[config.mk]
export PLATFORM = sky130hd
export DESIGN_NAME = approx_err_sweep_flat
export DESIGN_NICKNAME = d
export VERILOG_FILES = /design/src/rtl/approx_sweep_pkg.sv /design/src/rtl/approx_err_sweep_if.sv /design/src/rtl/approx_trunc_mult.sv /design/src/rtl/approx_err_sweep.sv /design/src/flat_wrapper.sv
export SDC_FILE = /design/constraint.sdc
export NUM_CORES = 1
export LEC_CHECK = 0
export ABC_CLOCK_PERIOD_IN_PS = 15900
export CAP_MARGIN = 40
export CORE_MARGIN = 2
export CORE_UTILIZATION = 45
export DETAILED_ROUTE_END_ITERATION = 16
export SKIP_CTS_REPAIR_TIMING = 1
export SLEW_MARGIN = 10
export SYNTH_ARGS = -nofsm -noshare
export SYNTH_HDL_FRONTEND = slang
export SYNTH_SLANG_ARGS = --single-unit
[constraint.sdc]
create_clock -name clk_in -period 15.9 [get_ports clk_in]
set_input_delay 3.18 -clock clk_in [delete_from_list [all_inputs] [get_ports clk_in]]
set_output_delay 3.18 -clock clk_in [all_outputs]
set_load 0.01 [all_outputs]
[src/rtl/approx_sweep_pkg.sv]
// Shared types and width helpers for the approximate-multiplier error sweep.
// The state enum and DRAIN_CYCLES are used by the FSM; the width functions size the interface and datapath.
package approx_sweep_pkg;

  typedef enum logic [1:0] {IDLE, SWEEP, DRAIN, DONE} state_t;

  localparam int DRAIN_CYCLES = 2;

  function automatic int prod_w(input int w);
    return 2 * w;
  endfunction

  function automatic int count_w(input int w);
    return 2 * w + 1;
  endfunction

  function automatic int sum_w(input int w);
    return 4 * w;
  endfunction

endpackage

[src/rtl/approx_err_sweep_if.sv]
// Control/result bundle of approx_err_sweep; trace signals exist only with APPROX_SWEEP_TRACE_EN.
// slave = engine side, master = consumer side.
interface approx_err_sweep_if
  import approx_sweep_pkg::*;
#(
  parameter int WIDTH = 4
);

  logic                        start_in;
  logic                        busy_out;
  logic                        done_out;
  logic [count_w(WIDTH)-1:0]   err_count_out;
  logic [sum_w(WIDTH)-1:0]     sum_err_out;
  logic [prod_w(WIDTH)-1:0]    max_err_out;
`ifdef APPROX_SWEEP_TRACE_EN
  logic                        trace_valid_out;
  logic                        trace_ready_in;
  logic [WIDTH-1:0]            trace_m_out;
  logic [WIDTH-1:0]            trace_n_out;
  logic [prod_w(WIDTH)-1:0]    trace_approx_out;
  logic [prod_w(WIDTH)-1:0]    trace_exact_out;

  modport slave (
    input  start_in, trace_ready_in,
    output busy_out, done_out, err_count_out, sum_err_out, max_err_out,
           trace_valid_out, trace_m_out, trace_n_out, trace_approx_out, trace_exact_out
  );
  modport master (
    output start_in, trace_ready_in,
    input  busy_out, done_out, err_count_out, sum_err_out, max_err_out,
           trace_valid_out, trace_m_out, trace_n_out, trace_approx_out, trace_exact_out
  );
`else
  modport slave (
    input  start_in,
    output busy_out, done_out, err_count_out, sum_err_out, max_err_out
  );
  modport master (
    output start_in,
    input  busy_out, done_out, err_count_out, sum_err_out, max_err_out
  );
`endif

endinterface

[src/rtl/approx_trunc_mult.sv]
// Combinational truncated multiplier: sums partial products m[i]*n[j]*2^(i+j) with i+j >= TRUNC.
// Zero latency, no flow control; TRUNC=0 gives the exact product.
module approx_trunc_mult #(
  parameter int WIDTH = 4,
  parameter int TRUNC = 2
) (
  input  logic [WIDTH-1:0]   m_in,
  input  logic [WIDTH-1:0]   n_in,
  output logic [2*WIDTH-1:0] product_out
);

  localparam logic [2*WIDTH-1:0] ONE = {{(2*WIDTH-1){1'b0}}, 1'b1};

  always_comb begin
    product_out = '0;
    for (int i = 0; i < WIDTH; i++) begin
      for (int j = 0; j < WIDTH; j++) begin
        if ((i + j) >= TRUNC && m_in[i] && n_in[j]) begin
          product_out = product_out + (ONE << (i + j));
        end
      end
    end
  end

endmodule

[src/rtl/approx_err_sweep.sv]
// Exhaustive error sweep of approx_trunc_mult: 2^(2W)+3 cycles start-to-done, 2-stage pipeline.
// With APPROX_SWEEP_TRACE_EN, trace backpressure freezes counter, pipeline and FSM together.
module approx_err_sweep
  import approx_sweep_pkg::*;
#(
  parameter int WIDTH = 4,
  parameter int TRUNC = 2
) (
  input  logic             clk_in,
  input  logic             rst_n_in,
  approx_err_sweep_if.slave bus
);

  localparam int PW = prod_w(WIDTH);
  localparam int CW = count_w(WIDTH);
  localparam int SW = sum_w(WIDTH);
  localparam logic [PW-1:0] CNT_MAX    = '1;
  localparam logic [PW-1:0] CNT_ONE    = {{(PW-1){1'b0}}, 1'b1};
  localparam logic [CW-1:0] ERR_ONE    = {{(CW-1){1'b0}}, 1'b1};
  localparam logic [1:0]    DRAIN_LAST = 2'(DRAIN_CYCLES - 1);

  state_t          state, state_nxt;
  logic            issue, clr, stall;
  logic [PW-1:0]   cnt;
  logic [1:0]      drain_cnt;
  logic            busy_q, done_q;
  logic [PW-1:0]   approx_c, exact_c;
  logic            s1_vld;
  logic [PW-1:0]   s1_approx, s1_exact, err;
  logic [CW-1:0]   err_count;
  logic [SW-1:0]   sum_err;
  logic [PW-1:0]   max_err;

  approx_trunc_mult #(.WIDTH(WIDTH), .TRUNC(TRUNC)) u_approx (
    .m_in(cnt[PW-1:WIDTH]), .n_in(cnt[WIDTH-1:0]), .product_out(approx_c)
  );
  approx_trunc_mult #(.WIDTH(WIDTH), .TRUNC(0)) u_exact (
    .m_in(cnt[PW-1:WIDTH]), .n_in(cnt[WIDTH-1:0]), .product_out(exact_c)
  );

  always_comb begin
    state_nxt = state;
    issue     = 1'b0;
    clr       = 1'b0;
    case (state)
      IDLE: if (bus.start_in) begin
        state_nxt = SWEEP;
        clr       = 1'b1;
      end
      SWEEP: if (!stall) begin
        issue = 1'b1;
        if (cnt == CNT_MAX) state_nxt = DRAIN;
      end
      DRAIN: if (!stall && drain_cnt == DRAIN_LAST) state_nxt = DONE;
      DONE:    state_nxt = IDLE;
      default: state_nxt = IDLE;
    endcase
  end

  always_ff @(posedge clk_in or negedge rst_n_in) begin
    if (!rst_n_in) begin
      state     <= IDLE;
      cnt       <= '0;
      drain_cnt <= '0;
      busy_q    <= 1'b0;
      done_q    <= 1'b0;
    end else begin
      state  <= state_nxt;
      busy_q <= (state_nxt == SWEEP) || (state_nxt == DRAIN);
      done_q <= (state == DONE);
      // counter parks on the last pair rather than wrapping
      if (clr) cnt <= '0;
      else if (issue && cnt != CNT_MAX) cnt <= cnt + CNT_ONE;
      if (state != DRAIN) drain_cnt <= '0;
      else if (!stall) drain_cnt <= drain_cnt + 2'd1;
    end
  end

  always_ff @(posedge clk_in or negedge rst_n_in) begin
    if (!rst_n_in) begin
      s1_vld    <= 1'b0;
      s1_approx <= '0;
      s1_exact  <= '0;
    end else if (!stall) begin
      s1_vld <= issue;
      if (issue) begin
        s1_approx <= approx_c;
        s1_exact  <= exact_c;
      end
    end
  end

  assign err = s1_exact - s1_approx;

  // S2 consumes the S1 pair only on the cycle it leaves S1, so a stall never double-counts
  always_ff @(posedge clk_in or negedge rst_n_in) begin
    if (!rst_n_in) begin
      err_count <= '0;
      sum_err   <= '0;
      max_err   <= '0;
    end else if (clr) begin
      err_count <= '0;
      sum_err   <= '0;
      max_err   <= '0;
    end else if (s1_vld && !stall && err != '0) begin
      err_count <= err_count + ERR_ONE;
      sum_err   <= sum_err + {{(SW-PW){1'b0}}, err};
      if (err > max_err) max_err <= err;
    end
  end

`ifdef APPROX_SWEEP_TRACE_EN
  logic [WIDTH-1:0] s1_m, s1_n;

  assign stall = s1_vld & ~bus.trace_ready_in;

  always_ff @(posedge clk_in or negedge rst_n_in) begin
    if (!rst_n_in) begin
      s1_m <= '0;
      s1_n <= '0;
    end else if (!stall && issue) begin
      s1_m <= cnt[PW-1:WIDTH];
      s1_n <= cnt[WIDTH-1:0];
    end
  end

  assign bus.trace_valid_out  = s1_vld;
  assign bus.trace_m_out      = s1_m;
  assign bus.trace_n_out      = s1_n;
  assign bus.trace_approx_out = s1_approx;
  assign bus.trace_exact_out  = s1_exact;
`else
  assign stall = 1'b0;
`endif

  assign bus.busy_out      = busy_q;
  assign bus.done_out      = done_q;
  assign bus.err_count_out = err_count;
  assign bus.sum_err_out   = sum_err;
  assign bus.max_err_out   = max_err;

endmodule
[src/flat_wrapper.sv]
// flat-port wrapper written by rule: the top's interface ports become plain ports
module approx_err_sweep_flat import approx_sweep_pkg::*;
#(
  parameter int WIDTH = 4,
  parameter int TRUNC = 2
)
  (clk_in, rst_n_in, bus_start_in, bus_busy_out, bus_done_out, bus_err_count_out, bus_sum_err_out, bus_max_err_out);
  approx_err_sweep_if #(.WIDTH(WIDTH)) bus_i ();
  input  logic clk_in;
  input  logic rst_n_in;
  input wire logic [$bits(bus_i.start_in)-1:0] bus_start_in;
  output wire logic [$bits(bus_i.busy_out)-1:0] bus_busy_out;
  output wire logic [$bits(bus_i.done_out)-1:0] bus_done_out;
  output wire logic [$bits(bus_i.err_count_out)-1:0] bus_err_count_out;
  output wire logic [$bits(bus_i.sum_err_out)-1:0] bus_sum_err_out;
  output wire logic [$bits(bus_i.max_err_out)-1:0] bus_max_err_out;
  assign bus_i.start_in = bus_start_in;
  assign bus_busy_out = bus_i.busy_out;
  assign bus_done_out = bus_i.done_out;
  assign bus_err_count_out = bus_i.err_count_out;
  assign bus_sum_err_out = bus_i.sum_err_out;
  assign bus_max_err_out = bus_i.max_err_out;
  approx_err_sweep #(.WIDTH(WIDTH), .TRUNC(TRUNC)) u_core (.clk_in(clk_in), .rst_n_in(rst_n_in), .bus(bus_i));
endmodule
; ---- Word-level counts from Yosys, hierarchy flattened
; Index checks and enable logic that the tools add are counted.
[word_totals]
register_bits = 64
out_inout_bits = 35
input_bits = 3
word_cells = 124
[op_classes]
eq_ne = 9
order_cmp = 1
mux = 46
addsub = 32
n_reduce_logical = 25
[ops]
columns = operator, n
row1 = $mux 8, 28
row2 = $add 8x4->8 const B, 7
row3 = $add 8x5->8 const B, 6
row4 = $add 8x6->8 const B, 4
row5 = $mux 16, 2
row6 = $add 8x3->8 const B, 3
row7 = $logic_and 1x1->1, 18
row8 = $mux 9, 2
row9 = $add 16x8->16, 1
row10 = $add 8x7->8 const B, 2
row11 = $add 9x1->9 const B, 1
row12 = $add 8x1->8 const B, 1
row13 = $add 8x2->8 const B, 1
row14 = $eq 8x8->1 const B, 1
row15 = $gt 8x8->1, 1
row16 = $mux 2, 4
row17 = $ne 8x8->1 const B, 1
row18 = $pmux 2 s4, 1
row19 = $reduce_bool 8->1, 1
row20 = $sub 8x8->8, 1
row21 = $add 5x3->6 const B, 1
row22 = $eq 2x1->1 const B, 3
row23 = $eq 2x2->1 const B, 3
row24 = $mux 3, 2
row25 = other kinds (13), 18

; ---- Depth between registers and ports, before layout
; Gate-level depths: netlist of the first run.
[logic_depth]
depth_word = 32
depth_mapped = 37
ltp_nobuf = 35

; ---- Cells and area by module
; From an unflattened synthesis of the first run, not the netlist that was laid out.
[unflattened]
hier_cells = 710
area_unflattened_um2 = 6239.7
[modules_own_cells]
columns = mod, seq_area_each_um2, n_inst, area_per_inst_um2, cells_per_inst
row1 = approx_err_sweep, 1601.5, 1, 3806.2, 403
row2 = approx_trunc_mult (u_core.u_exact), 0.0, 1, 1468.9, 182
row3 = approx_trunc_mult (u_core.u_approx), 0.0, 1, 964.7, 125

; ---- Worst setup path after synthesis of the first run
; No wires, ideal clock.
[synth_timing]
path_kind = reg2reg
startpoint = register u_core.cnt[1]
endpoint = register u_core.s1_exact[7]
path_stages_with_launch = 37
required_ns = 15.770
arrival_ns = 7.239
period_less_slack_ns = 7.369
setup_ns = 0.130
path_buffers = 2
slack_ns = 8.531
path_cell_list = dfrtp_1 -> buf_2 -> buf_1 -> and2_1 -> ha_1 -> and3_1 -> a21oi_4 -> inv_4 -> ha_1 -> o22ai_1 -> o21ai_0 -> nand2_1 -> ha_1 -> and3_1 -> xnor2_2 -> xor2_2 -> inv_1 -> ha_1 -> nand2_1 -> xor2_1 -> xnor2_1 -> ha_1 -> nand2b_1 -> o21ai_1 -> inv_1 -> ha_1 -> mux2_4 -> xnor3_2 -> ha_1 -> nand3_1 -> xor2_1 -> xnor2_1 -> a31o_2 -> o211ai_1 -> a2bb2oi_1 -> xnor2_1 -> o21ai_1
[synth_between]
elab_chain_len = 30
elab_cells_between_ends = 33
cone_classes = add/sub (14) / mux (15) / reduce/logical (4)
[synth_lines]
columns = item, line
row1 = from (decl), approx_err_sweep.sv:24  ; logic [PW-1:0] cnt;
row2 = from (signal assigned), approx_err_sweep.sv:73  ; else if (issue && cnt != CNT_MAX) cnt <= cnt + CNT_ONE;
row3 = $logic_and 1x1->1, approx_trunc_mult.sv:18  ; if ((i + j) >= TRUNC && m_in[i] && n_in[j]) begin
row4 = $mux 3, approx_trunc_mult.sv:18
row5 = $add 3x3->4, approx_trunc_mult.sv:19  ; product_out = product_out + (ONE << (i + j));
row6 = $mux 4, approx_trunc_mult.sv:18
row7 = $add 8x4->8, approx_trunc_mult.sv:19
row8 = $mux 8, approx_trunc_mult.sv:18
row9 = $add 8x2->8, approx_trunc_mult.sv:19
row10 = $mux 8, approx_trunc_mult.sv:18
row11 = (+14 left out), -
row12 = $add 8x4->8, approx_trunc_mult.sv:19
row13 = $mux 8, approx_trunc_mult.sv:18
row14 = $add 8x5->8, approx_trunc_mult.sv:19
row15 = $mux 8 (*), approx_trunc_mult.sv:18
row16 = $add 8x6->8, approx_trunc_mult.sv:19
row17 = $mux 8 (*), approx_trunc_mult.sv:18
row18 = $add 8x7->8, approx_trunc_mult.sv:19
row19 = $mux 8 (*), approx_trunc_mult.sv:18
row20 = to (signal assigned), approx_err_sweep.sv:88  ; s1_exact <= exact_c;
row21 = to (decl), approx_err_sweep.sv:29  ; logic [PW-1:0] s1_approx, s1_exact, err;
; Mark *: on every way between the ends. The rest lies on a longest branch, timed or not.
; A chain may end at the register's enable or synchronous reset.

; ---- Final worst setup path of the first run
[layout_timing]
startpoint = register u_core.cnt[2]
endpoint = register u_core.s1_exact[7]
[layout_between]
elab_chain_len = 28
elab_cells_between_ends = 31
cone_classes = add/sub (13) / mux (14) / reduce/logical (4)
[layout_lines]
columns = item, line
row1 = $logic_and 1x1->1, approx_trunc_mult.sv:18
row2 = $mux 4, approx_trunc_mult.sv:18
row3 = $add 8x4->8, approx_trunc_mult.sv:19
row4 = $mux 8, approx_trunc_mult.sv:18
row5 = $add 8x2->8, approx_trunc_mult.sv:19
row6 = $mux 8, approx_trunc_mult.sv:18
row7 = $add 8x3->8, approx_trunc_mult.sv:19
row8 = $mux 8, approx_trunc_mult.sv:18
row9 = (+12 left out), -
row10 = $add 8x4->8, approx_trunc_mult.sv:19
row11 = $mux 8, approx_trunc_mult.sv:18
row12 = $add 8x5->8, approx_trunc_mult.sv:19
row13 = $mux 8, approx_trunc_mult.sv:18
row14 = $add 8x6->8, approx_trunc_mult.sv:19
row15 = $mux 8 (*), approx_trunc_mult.sv:18
row16 = $add 8x7->8, approx_trunc_mult.sv:19
row17 = $mux 8 (*), approx_trunc_mult.sv:18
; Marked as above.

==> reports/metrics.csv, run 1 <==
stage,metric,value,unit
cells_and_area,non-filler instance count after layout,871,
global_route,largest net degree at the start of global routing,63,
cells_and_area,fraction of final layout cells sized beyond drive strength 1,7.87,%
cells_and_area,Final Net Count,744,
setup_path,required time of the critical path,16.09,ns
synth,number of enable-type register cells in the synthesized netlist,0,
setup_path,"critical path fanouts, max",28,
setup_path,cell occurring most often along the worst timing path,sky130_fd_sc_hd__ha_1,
timing,setup repair after global routing missed its margin,no,
floorplanning,Core Box Area,12500,um2
place,area post-placement,6140,um2
cells_and_area,Area growth syn-to-layout,13.9,%
global_route,initial antenna violation count,0,
cts,register clock-pin slew on the reported worst setup and hold paths,0.06,ns
synth,sequential area share after synthesis,27.2,%
synth,Syn Std Cell Area,5700,um2
setup_path,peak per-stage delay on the critical path,0.99,ns
routing,detailed-route wire length per cell,15.8,um
global_route,vias in the first global route,4805,
global_route,"Remaining Overflow, GRT",0,
routing,count of antenna-violating nets left after detailed routing,0,
cts,Inserted Clock Buffers,9,
cts,# H-tree levels,3,
routing,Residual DRC,0,
cts,Worst-Skew Late Latency,0.34,ns
cts,clock net sink count,62,
synth,count of different cell masters after synthesis,76,
timing,final sum of negative setup slack,0,ns
timing,Worst Clk Skew,0.00739,ns
floorplanning,y dimension of the die,117,um
power_and_ir_drop,internal power,0.000702,W
setup_path,number of buffers and inverters on the critical path,3,
worst_hold_path,class of the most critical hold timing path,reg2reg,
floorplanning,Die Area,13600,um2
place,Placement Setup Slack,7.60,ns
cells_and_area,n_diodes,0,
routing,number of iterations in the first detailed-routing pass,5,
setup_path,FF-to-FF path depth,34,
cts,clock tree from TritonCTS,built,
timing,Max Slew Vio Count,0,
setup_path,Critical Path Source Type,flip-flop,
global_route,overall global routing resource usage,21.8,%
cts,root cell of the clock tree,sky130_fd_sc_hd__clkbuf_16,
setup_path,worst path arrival time,8.60,ns
timing,Final Hold Fails,0,
worst_hold_path,number of stages on the worst hold path,1,
synth,Main synth FF type,sky130_fd_sc_hd__dfrtp_1,
synth,"Net Count, Synth",727,
timing,Max Fclk,119,MHz
synth,Async SR Flop Fraction,100,%
synth,"FF+latch count, synth",62,
place,quantity of I/O buffers inserted on ports,37,
setup_path,kind of end point of the critical path,flip-flop,
power_and_ir_drop,net switching component of the power,0.000543,W
setup_path,kind of cell with the highest combined delay on the critical path,XOR/XNOR gates,
cells_and_area,Layout Cell Area excl Fill,6490,um2
global_route,wire length of the first global-routing pass,23300,um
routing,total number of vias,4892,
cts,worst-case clock buffer depth,2,
power_and_ir_drop,share of power burned in the clock network,18.3,%
setup_path,Setup CP Type,reg2reg,
floorplanning,number of primary I/O pins,38,
setup_path,Critical-path top delay cell,sky130_fd_sc_hd__dfrtp_1,
timing,final setup violation count,0,
routing,number of vias per cell after detailed routing,5.62,
power_and_ir_drop,leakage power total,2.82,nW
power_and_ir_drop,peak ir drop on the vdd network,0.0000685,V
timing,tightest slew margin relative to the limit,34.4,%
power_and_ir_drop,total power per unit cell area,192,nW/um2
timing,slack of the critical path,7.49,ns
power_and_ir_drop,share of total power in combinational logic,57.5,%
synth,cell count after synthesis,677,
flow_run,MaxCap Viol Count,0,
timing,fin crit period,8.41,ns
power_and_ir_drop,Sw Share,43.6,%
routing,Starting DRT DRC Count,246,
place,half-perimeter wire length after placement,10300,um
synth,number of warning messages in the yosys log,0,
synth,synthesized area per cell,8.41,um2
floorplanning,Core Rows,41,
setup_path,total stage count of the critical path,34,
floorplanning,starting density of the core,45.7,%
place,instance count after placement with tap cells included,855,
timing,Final period util,52.9,%
timing,transition time at the pin with the least slew margin,0.984,ns
floorplanning,Die Width,117,um
power_and_ir_drop,sequential power share,24.2,%
routing,sum of routed wire length over all layers,13800,um
run_status,run status,completed,
place,routability congestion estimate from global placement,0.864,
timing,Worst Hold Slack,0.434,ns
[worst register-to-register path, delay by kind of cell, from the launching register on]
| family | cells | cell delay [ns] |
|---|---|---|
| xor+xnor | 8 | 2.07 |
| fa+ha+maj | 7 | 1.87 |
| simple gates | 8 | 1.42 |
| compound gates | 7 | 1.35 |
| flops | 1 | 0.99 |
| mux | 1 | 0.29 |
| buf+inv | 3 | 0.26 |
[flip-flops by register name, summed over array words and instances, names as in the netlist, 2 cells and up]
| name | count |
|---|---|
| u_core.s1_exact | 8 |
| u_core.s1_approx | 6 |
| u_core.state | 2 |
| u_core.bus.err_count_out | 9 |
| u_core.bus.max_err_out | 8 |
| u_core.bus.sum_err_out | 16 |
| u_core.drain_cnt | 2 |
| u_core.cnt | 8 |
[logic make-up after synthesis]
logic type	Yosys count	share of synthesized area [%]
and+or+nand+nor	256	22.3
xor gates and xnor gates	71	11.6
buffers and inverters	71	5.47
muxes	30	5.53
AOI/OAI and AO/OA	140	17.3
adders and majority gates	47	10.6
DFF	62	27.2
[layout make-up]
cell class	instances	area [um2]
fill	1202	5980
tap	172	215
multi-input combinational	544	3840
timing repair buffer	40	395
sequential	62	1550
inverter	37	141
clock inverter	7	121
clock buffer	9	225
[layer usage]
metal  up-vias  share of wire, %  track usage, %
met4         0               2.1            8.41
met5         -                 0               0
met2        97                48            37.3
met1      2337                46            28.0
met3        24               3.6            2.91
li1       2434                 -               -
[cell usage in the layout (no fill, tap or decap), types with 3 or more instances in the layout]
master	Yosys	routed
sky130_fd_sc_hd__and2_1	13	13
sky130_fd_sc_hd__o211ai_1	7	7
sky130_fd_sc_hd__nor4_1	9	9
sky130_fd_sc_hd__nand3_1	31	31
sky130_fd_sc_hd__clkbuf_16	0	9
sky130_fd_sc_hd__a31oi_1	4	4
sky130_fd_sc_hd__o22ai_1	4	4
sky130_fd_sc_hd__dfrtp_1	62	62
sky130_fd_sc_hd__nor2_1	58	58
sky130_fd_sc_hd__a211o_1	3	3
sky130_fd_sc_hd__a31o_2	3	3
sky130_fd_sc_hd__bufinv_16	0	3
sky130_fd_sc_hd__nand4_1	11	11
sky130_fd_sc_hd__o21bai_1	5	5
sky130_fd_sc_hd__inv_1	34	34
sky130_fd_sc_hd__o31a_1	3	3
sky130_fd_sc_hd__ha_1	45	45
sky130_fd_sc_hd__or3_1	7	7
sky130_fd_sc_hd__o31ai_1	4	4
sky130_fd_sc_hd__nand2_1	71	71
sky130_fd_sc_hd__a2111o_1	3	3
sky130_fd_sc_hd__nand3b_1	4	4
sky130_fd_sc_hd__mux2_2	8	8
sky130_fd_sc_hd__o21ai_1	8	8
sky130_fd_sc_hd__and3_1	9	9
sky130_fd_sc_hd__a21o_1	8	8
sky130_fd_sc_hd__nor2b_1	5	5
sky130_fd_sc_hd__nand2b_1	10	10
sky130_fd_sc_hd__mux2i_1	21	21
sky130_fd_sc_hd__xnor2_1	42	42
sky130_fd_sc_hd__a21oi_1	30	30
sky130_fd_sc_hd__a211oi_1	4	4
sky130_fd_sc_hd__clkdlybuf4s50_1	0	36
sky130_fd_sc_hd__xor2_1	25	25
sky130_fd_sc_hd__nor3_1	12	12
sky130_fd_sc_hd__o221ai_1	3	3
sky130_fd_sc_hd__o21ai_0	28	28
[worst paths after layout]
path / from / endpoint / slack (ns)
min in group asynchronous: rst_n_in / u_core.bus.err_count_out[2] / 3.01
setup / recovery: u_core.cnt[2] / u_core.s1_exact[7] / 7.49
setup reg to reg: u_core.cnt[2] / u_core.s1_exact[7] / 7.49
hold reg to reg: u_core.drain_cnt[0] / u_core.drain_cnt[0] / 0.43
hold / removal: u_core.drain_cnt[0] / u_core.drain_cnt[0] / 0.43
max in group asynchronous: rst_n_in / u_core.s1_approx[7] / 12.37
[Yosys cell counts (9+ instances only)]
cell type                  instances  area (um2)
sky130_fd_sc_hd__a21oi_1          30         150
sky130_fd_sc_hd__and2_1           13        81.3
sky130_fd_sc_hd__and3_1            9        56.3
sky130_fd_sc_hd__clkbuf_1         18        67.6
sky130_fd_sc_hd__dfrtp_1          62        1550
sky130_fd_sc_hd__ha_1             45         563
sky130_fd_sc_hd__inv_1            34         128
sky130_fd_sc_hd__mux2i_1          21         210
sky130_fd_sc_hd__nand2_1          71         267
sky130_fd_sc_hd__nand2b_1         10        62.6
sky130_fd_sc_hd__nand3_1          31         155
sky130_fd_sc_hd__nand4_1          11        68.8
sky130_fd_sc_hd__nor2_1           58         218
sky130_fd_sc_hd__nor3_1           12        60.1
sky130_fd_sc_hd__nor4_1            9        56.3
sky130_fd_sc_hd__o21ai_0          28         140
sky130_fd_sc_hd__xnor2_1          42         368
sky130_fd_sc_hd__xor2_1           25         219
[stage by stage]
step / power (W) / utilization, %
after global routing: 0.00136 / 52.1
after global placement: 0.000987 / 49.2
after detailed placement: 0.00102 / 49.3
after CTS: 0.00125 / 52.1
final: 0.00124 / 52.1
after floorplan: 0.000824 / -
[power by group through the flow]
stage                     Sequential [W]  Clock (W)  Combinational [W]
after CTS                       0.000301   0.000232           0.000721
after global placement          0.000300          0           0.000687
after global routing            0.000313   0.000240           0.000808
after floorplan                 0.000271          0           0.000553
final                           0.000302   0.000227           0.000715
after detailed placement        0.000304          0           0.000713
Power figures use the tool's default switching activity.
==> run 2: changes to the inputs <==
- ABC_CLOCK_PERIOD_IN_PS: 15900 -> 8450
- clock period: 15.9 -> 8.45 ns (I/O delays scaled with it)
==> run 2 against run 1 <==
  * Global-route usage is 0.78 points lower
  * Power is 78% higher
  * Critical path depth stayed put
  * Maximum frequency is 8.8% higher
  * Worst hold slack worse by 0.0013 ns
  * Largest power group unchanged
==> reports/metrics.csv, run 2 (same netlist as run 1, synthesis figures left out) <==
stage,metric,value,unit,change
timing,setup repair after global routing missed its margin,no,,
power_and_ir_drop,total power per unit cell area,346,nW/um2,+81%
cts,# H-tree levels,3,,unchanged
worst_hold_path,class of the most critical hold timing path,reg2reg,,
setup_path,worst path arrival time,7.91,ns,-0.69 ns
routing,count of antenna-violating nets left after detailed routing,0,,unchanged
setup_path,Reg-to-Reg Start,u_core.cnt[4],,
cells_and_area,max FFs per register,16,,unchanged
cts,root cell of the clock tree,sky130_fd_sc_hd__clkbuf_16,,
cells_and_area,fraction of final layout cells sized beyond drive strength 1,7.73,%,-0.14 points
run_status,run status,completed,,
floorplanning,starting density of the core,45.7,%,unchanged
routing,Residual DRC,0,,unchanged
power_and_ir_drop,net switching component of the power,0.000990,W,+82%
cells_and_area,Final Net Count,747,,+0.40%
setup_path,Setup CP Type,reg2reg,,
global_route,vias in the first global route,4703,,-2.1%
cts,worst-case clock buffer depth,2,,unchanged
timing,Max Fclk,129,MHz,+8.8%
setup_path,required time of the critical path,8.63,ns,-7.46 ns
cells_and_area,non-filler instance count after layout,871,,unchanged
timing,tightest slew margin relative to the limit,47.5,%,+13 points
setup_path,Critical Path Source,u_core.cnt[4],,
timing,final sum of negative setup slack,0,ns,unchanged
cts,clock net sink count,62,,unchanged
power_and_ir_drop,peak ir drop on the vdd network,0.000126,V,+84%
cts,register clock-pin slew on the reported worst setup and hold paths,0.05,ns,about the same
setup_path,kind of end point of the critical path,flip-flop,,
floorplanning,Die Width,117,um,unchanged
cells_and_area,layout filler cell count,1187,,-1.2%
place,instance count after placement with tap cells included,858,,+0.35%
timing,Final Hold Fails,0,,unchanged
power_and_ir_drop,sequential power share,23.1,%,-1.1 points
flow_run,MaxCap Viol Count,0,,unchanged
setup_path,Critical-path top delay cell,sky130_fd_sc_hd__dfrtp_1,,
power_and_ir_drop,leakage power total,2.79,nW,-1.1%
setup_path,"critical path fanouts, max",8,,-71%
global_route,largest net degree at the start of global routing,63,,unchanged
setup_path,cell occurring most often along the worst timing path,sky130_fd_sc_hd__ha_1,,
global_route,initial antenna violation count,0,,unchanged
power_and_ir_drop,Sw Share,44.6,%,+0.99 points
floorplanning,number of primary I/O pins,38,,unchanged
timing,fin crit period,7.73,ns,-0.681 ns
place,half-perimeter wire length after placement,10100,um,-2.4%
cts,Worst-Skew Late Latency,0.33,ns,about the same
cts,Inserted Clock Buffers,9,,unchanged
timing,Worst Clk Skew,0.00773,ns,+0.000341 ns
floorplanning,y dimension of the die,117,um,unchanged
worst_hold_path,startpoint of the worst hold path,u_core.drain_cnt[0],,
place,Placement Setup Slack,0.675,ns,-6.93 ns
timing,Final period util,91.4,%,+39 points
floorplanning,Core Box Area,12500,um2,unchanged
cells_and_area,"top library cells by usage in the layout, fill and taps aside","sky130_fd_sc_hd__nand2_1 (71), sky130_fd_sc_hd__dfrtp_1 (62), sky130_fd_sc_hd__nor2_1 (58), sky130_fd_sc_hd__ha_1 (45), sky130_fd_sc_hd__xnor2_1 (41)",,
power_and_ir_drop,share of power burned in the clock network,14.2,%,-4.1 points
timing,slack of the critical path,0.723,ns,-6.77 ns
routing,number of iterations in the first detailed-routing pass,5,,unchanged
cells_and_area,Area growth syn-to-layout,12.6,%,
routing,total number of vias,4929,,+0.76%
cts,clock tree from TritonCTS,built,,
global_route,"Remaining Overflow, GRT",0,,unchanged
place,quantity of I/O buffers inserted on ports,37,,unchanged
floorplanning,Die Area,13600,um2,unchanged
power_and_ir_drop,share of total power in combinational logic,62.7,%,+5.2 points
setup_path,Critical Path Source Type,flip-flop,,
global_route,overall global routing resource usage,21.0,%,-0.78 points
floorplanning,Core Rows,41,,unchanged
timing,Max Slew Vio Count,0,,unchanged
routing,sum of routed wire length over all layers,13400,um,-2.5%
global_route,wire length of the first global-routing pass,22700,um,-2.7%
timing,transition time at the pin with the least slew margin,0.787,ns,-0.196 ns
cells_and_area,"leading cell type in the layout, fill and taps excluded",sky130_fd_sc_hd__nand2_1,,
setup_path,peak per-stage delay on the critical path,0.48,ns,-0.51 ns
cells_and_area,n_diodes,0,,unchanged
routing,Starting DRT DRC Count,245,,-0.41%
timing,final setup violation count,0,,unchanged
power_and_ir_drop,Tot Pwr,0.00222,W,+78%
place,routability congestion estimate from global placement,0.901,,+4.3%
routing,number of vias per cell after detailed routing,5.66,,+0.76%
routing,detailed-route wire length per cell,15.4,um,-2.5%
power_and_ir_drop,internal power,0.00123,W,+75%
cells_and_area,Final Core Density,51.5,%,-0.60 points
==> run 2: changes by cell type in the layout (fill, tap and decap cells not counted), moves of 2 or more <==
cell	change
sky130_fd_sc_hd__buf_4	+3
sky130_fd_sc_hd__clkinv_4	-2
sky130_fd_sc_hd__clkbuf_1	+2
sky130_fd_sc_hd__bufinv_16	-3
==> run 2: cell type report <==
cell class,instances,area [um2],share of cell area [%]
Clock inverter,2,12.5,0.195
Tap cell,172,215,3.36
Multi-Input combinational cell,544,3850,60.0
Sequential cell,62,1550,24.2
Clock buffer,11,233,3.63
Timing Repair Buffer,43,414,6.46
Inverter,37,141,2.20
==> run 2: final timing paths <==
kind	end	slack, ns	cells past startpoint
max	u_core.s1_exact[7]	0.72	34
min	u_core.drain_cnt[0]	0.43	1
max reg2reg	u_core.s1_exact[7]	0.72	34
min reg2reg	u_core.drain_cnt[0]	0.43	1
max in group asynchronous	u_core.bus.max_err_out[7]	6.41	2
min in group asynchronous	u_core.bus.err_count_out[2]	1.53	2
==> run 2: metal layers <==
| metal | vias to the layer above | track usage, % | share of wire, % |
|---|---|---|---|
| met3 | 18 | 3.68 | 3.5 |
| met5 | - | 0 | 0 |
| met1 | 2353 | 26.8 | 46 |
| met2 | 101 | 35.9 | 49 |
| li1 | 2457 | - | - |
| met4 | 0 | 7.38 | 1.9 |
==> run 2: power groups by stage <==
stage	Clock, W	Sequential (W)	Combinational [W]
after detailed placement	0	0.000519	0.00139
after CTS	0.000322	0.000514	0.00140
final	0.000315	0.000513	0.00139
after global routing	0.000338	0.000532	0.00157
after floorplan	0	0.000510	0.00104
after global placement	0	0.000514	0.00136
==> run 2: worst max-delay path, delay by kind of cell, from the launching register on <==
kind / cells / cell delay, ns
DFF: 1 / 0.48
muxes: 1 / 0.28
xor gates and xnor gates: 8 / 1.96
adders and majority gates: 7 / 1.86
AOI/OAI and AO/OA: 7 / 1.40
and+or+nand+nor: 8 / 1.34
buffers and inverters: 3 / 0.26
==> run 2: stage by stage <==
step	instance area [um2]	hold slack [ns]
floorplan	5700	0.410
global placement	6150	0.423
detailed placement	6160	0.434
CTS	6410	0.441
global route	6410	0.450
finish	6410	0.433
==> run 3: changes to the inputs <==
--- a/config.mk
+++ b/config.mk
@@ -6,11 +6,11 @@
 export NUM_CORES = 1
 export LEC_CHECK = 0
-export ABC_CLOCK_PERIOD_IN_PS = 8450
+export ABC_CLOCK_PERIOD_IN_PS = 6700
 export CAP_MARGIN = 40
 export CORE_MARGIN = 2
 export CORE_UTILIZATION = 45
 export DETAILED_ROUTE_END_ITERATION = 16
+export PLACE_DENSITY = 0.66
 export SKIP_CTS_REPAIR_TIMING = 1
-export SLEW_MARGIN = 10
 export SYNTH_ARGS = -nofsm -noshare
 export SYNTH_HDL_FRONTEND = slang
==> constraint.sdc (replaced) <==
create_clock -name clk_in -period 6.7 [get_ports clk_in]
set_input_delay 1.675 -clock clk_in [delete_from_list [all_inputs] [get_ports clk_in]]
set_output_delay 1.675 -clock clk_in [all_outputs]
set_load 0.01 [all_outputs]
==> run 3 against run 2 <==
  * Worst setup slack got worse by 0.53 ns
  * Sequential power rose by 24%
  * Critical path depth did not move
  * Non-clock buffer count rose by 29
  * Final area rose by 9.4%
  * Critical endpoint unchanged
  * Largest power group unchanged
  * Highest routed layer unchanged
==> reports/metrics.csv, run 3 (same netlist as run 1, synthesis figures left out) <==
stage,metric,value,unit,change
run_status,run status,completed,,
routing,detailed-route wire length per cell,15.3,um,-0.93%
global_route,vias in the first global route,4795,,+2.0%
timing,final sum of negative setup slack,0,ns,unchanged
setup_path,worst path arrival time,6.69,ns,-1.22 ns
setup_path,"critical path fanouts, max",4,,-4
floorplanning,Core Rows,41,,unchanged
cts,Worst-Skew Late Latency,0.33,ns,about the same
power_and_ir_drop,peak ir drop on the vdd network,0.000160,V,+27%
cts,clock net sink count,62,,unchanged
place,routability congestion estimate from global placement,0.872,,-3.2%
routing,number of vias per cell after detailed routing,5.64,,-0.33%
cts,worst-case clock buffer depth,2,,unchanged
cells_and_area,fraction of final layout cells sized beyond drive strength 1,17.2,%,+9.5 points
timing,Max Slew Vio Count,0,,unchanged
cells_and_area,non-filler instance count after layout,903,,+3.7%
setup_path,Setup CP Type,reg2reg,,
place,quantity of I/O buffers inserted on ports,37,,unchanged
worst_hold_path,endpoint of the worst hold path,u_core.drain_cnt[0],,
timing,Max Fclk,154,MHz,+19%
power_and_ir_drop,leakage power total,3.01,nW,+7.9%
worst_hold_path,class of the most critical hold timing path,reg2reg,,
routing,sum of routed wire length over all layers,13800,um,+2.7%
power_and_ir_drop,total power per unit cell area,429,nW/um2,+24%
setup_path,Critical-path top delay cell,sky130_fd_sc_hd__xnor3_2,,
cts,clock tree from TritonCTS,built,,
setup_path,Critical Path Source Type,flip-flop,,
timing,Final Hold Fails,0,,unchanged
timing,Final period util,97.1,%,+5.6 points
setup_path,endpoint of the worst-slack reg-to-reg timing path,u_core.s1_exact[7],,
timing,transition time at the pin with the least slew margin,0.897,ns,+0.110 ns
cells_and_area,max FFs per register,16,,unchanged
setup_path,kind of end point of the critical path,flip-flop,,
global_route,overall global routing resource usage,20.8,%,-0.25 points
routing,total number of vias,5093,,+3.3%
cts,Inserted Clock Buffers,9,,unchanged
routing,count of antenna-violating nets left after detailed routing,0,,unchanged
cts,root cell of the clock tree,sky130_fd_sc_hd__clkbuf_16,,
global_route,wire length of the first global-routing pass,22700,um,+0.12%
worst_hold_path,startpoint of the worst hold path,u_core.drain_cnt[0],,
setup_path,Reg-to-Reg Start,u_core.cnt[4],,
cells_and_area,Final Net Count,776,,+3.9%
place,half-perimeter wire length after placement,9920,um,-1.7%
timing,setup repair after global routing missed its margin,yes,,
timing,fin crit period,6.50,ns,-1.22 ns
routing,Residual DRC,0,,unchanged
cells_and_area,"leading cell type in the layout, fill and taps excluded",sky130_fd_sc_hd__nand2_1,,
worst_hold_path,number of stages on the worst hold path,1,,unchanged
setup_path,FF-to-FF setup slack,0.20,ns,-0.53 ns
setup_path,FF-to-FF path depth,34,,unchanged
cts,register clock-pin slew on the reported worst setup and hold paths,0.06,ns,about the same
global_route,largest net degree at the start of global routing,63,,unchanged
global_route,"Remaining Overflow, GRT",0,,unchanged
setup_path,peak per-stage delay on the critical path,0.42,ns,-0.06 ns
timing,Worst Clk Skew,0.00602,ns,-0.00171 ns
place,instance count after placement with tap cells included,866,,+0.93%
floorplanning,Die Area,13600,um2,unchanged
flow_run,MaxCap Viol Count,0,,unchanged
cts,# H-tree levels,3,,unchanged
cells_and_area,Area growth syn-to-layout,23.1,%,
floorplanning,Die Width,117,um,unchanged
setup_path,cell occurring most often along the worst timing path,sky130_fd_sc_hd__ha_4,,
floorplanning,y dimension of the die,117,um,unchanged
routing,number of iterations in the first detailed-routing pass,5,,unchanged
floorplanning,starting density of the core,45.7,%,unchanged
floorplanning,Core Box Area,12500,um2,unchanged
timing,tightest slew margin relative to the limit,40.2,%,-7.3 points
place,Placement Setup Slack,-0.0820,ns,-0.757 ns
floorplanning,number of primary I/O pins,38,,unchanged
routing,Starting DRT DRC Count,307,,+25%
timing,Worst Hold Slack,0.461,ns,+0.0276 ns
cells_and_area,n_diodes,0,,unchanged
cells_and_area,"top library cells by usage in the layout, fill and taps aside","sky130_fd_sc_hd__nand2_1 (65), sky130_fd_sc_hd__dfrtp_1 (62), sky130_fd_sc_hd__nor2_1 (57), sky130_fd_sc_hd__xnor2_1 (38)",,
global_route,initial antenna violation count,0,,unchanged
timing,final setup violation count,0,,unchanged
timing,slack of the critical path,0.196,ns,-0.527 ns
setup_path,required time of the critical path,6.88,ns,-1.75 ns
-- run 3: changes by cell type in the layout (fill, tap and decap cells not counted), sizes merged --
cell | before | now
clkbuf | 11 | 9
buf | 7 | 36
inv | 36 | 37
bufinv | 0 | 1
clkinv | 2 | 5
-- run 3: report_power, final --
group,switching [W],internal [W],leakage (nW)
combinational,0.00103,0.000875,2.08
sequential,0.000126,0.000512,0.793
clock,0.000177,0.000289,0.146
-- run 3: through the flow --
step / area [um2] / total power [W] / utilization [%]
finish: 7020 / 0.00301 / 56.3
global route: 7020 / 0.00329 / 56.3
CTS: 6660 / 0.00295 / 53.4
global placement: 6340 / 0.00240 / 50.9
detailed placement: 6360 / 0.00246 / 51.0
floorplan: 5850 / 0.00199 / -
-- run 3: worst max-delay path, delay by kind of cell, from the launching register on --
family / cells / cell delay, ns
AOI/OAI and AO/OA: 7 / 1.17
xor gates and xnor gates: 9 / 1.86
adders and majority gates: 7 / 1.61
buffers and inverters: 2 / 0.15
DFF: 1 / 0.39
muxes: 1 / 0.30
and+or+nand+nor: 8 / 0.85
-- run 3: cell type report --
type	count	area, um2
sequential	62	1550
timing repair buffer	72	632
inverter	37	141
tap	172	215
clock buffer	9	225
fill	1084	5450
multi-input combinational	544	4180
clock inverter	7	73.8
-- run 3: per-layer routing --
layer	GRT usage, %	routed length (um)
met1	26.7	6360
met2	36.4	6710
met3	2.80	524
met4	6.19	184
met5	0	0
-- run 3: worst max path at each step --
| stage | end | from | slack [ns] |
|---|---|---|---|
| detailed placement | u_core.s1_exact[7] | u_core.cnt[4] | -0.08 |
| global route | u_core.s1_exact[7] | u_core.cnt[4] | -0.13 |
| global placement | u_core.s1_exact[7] | u_core.cnt[4] | 0.12 |
| CTS | u_core.s1_exact[7] | u_core.cnt[4] | -0.11 |
| floorplan | u_core.s1_exact[7] | u_core.cnt[1] | 0.05 |
| finish | u_core.s1_exact[7] | u_core.cnt[4] | 0.20 |
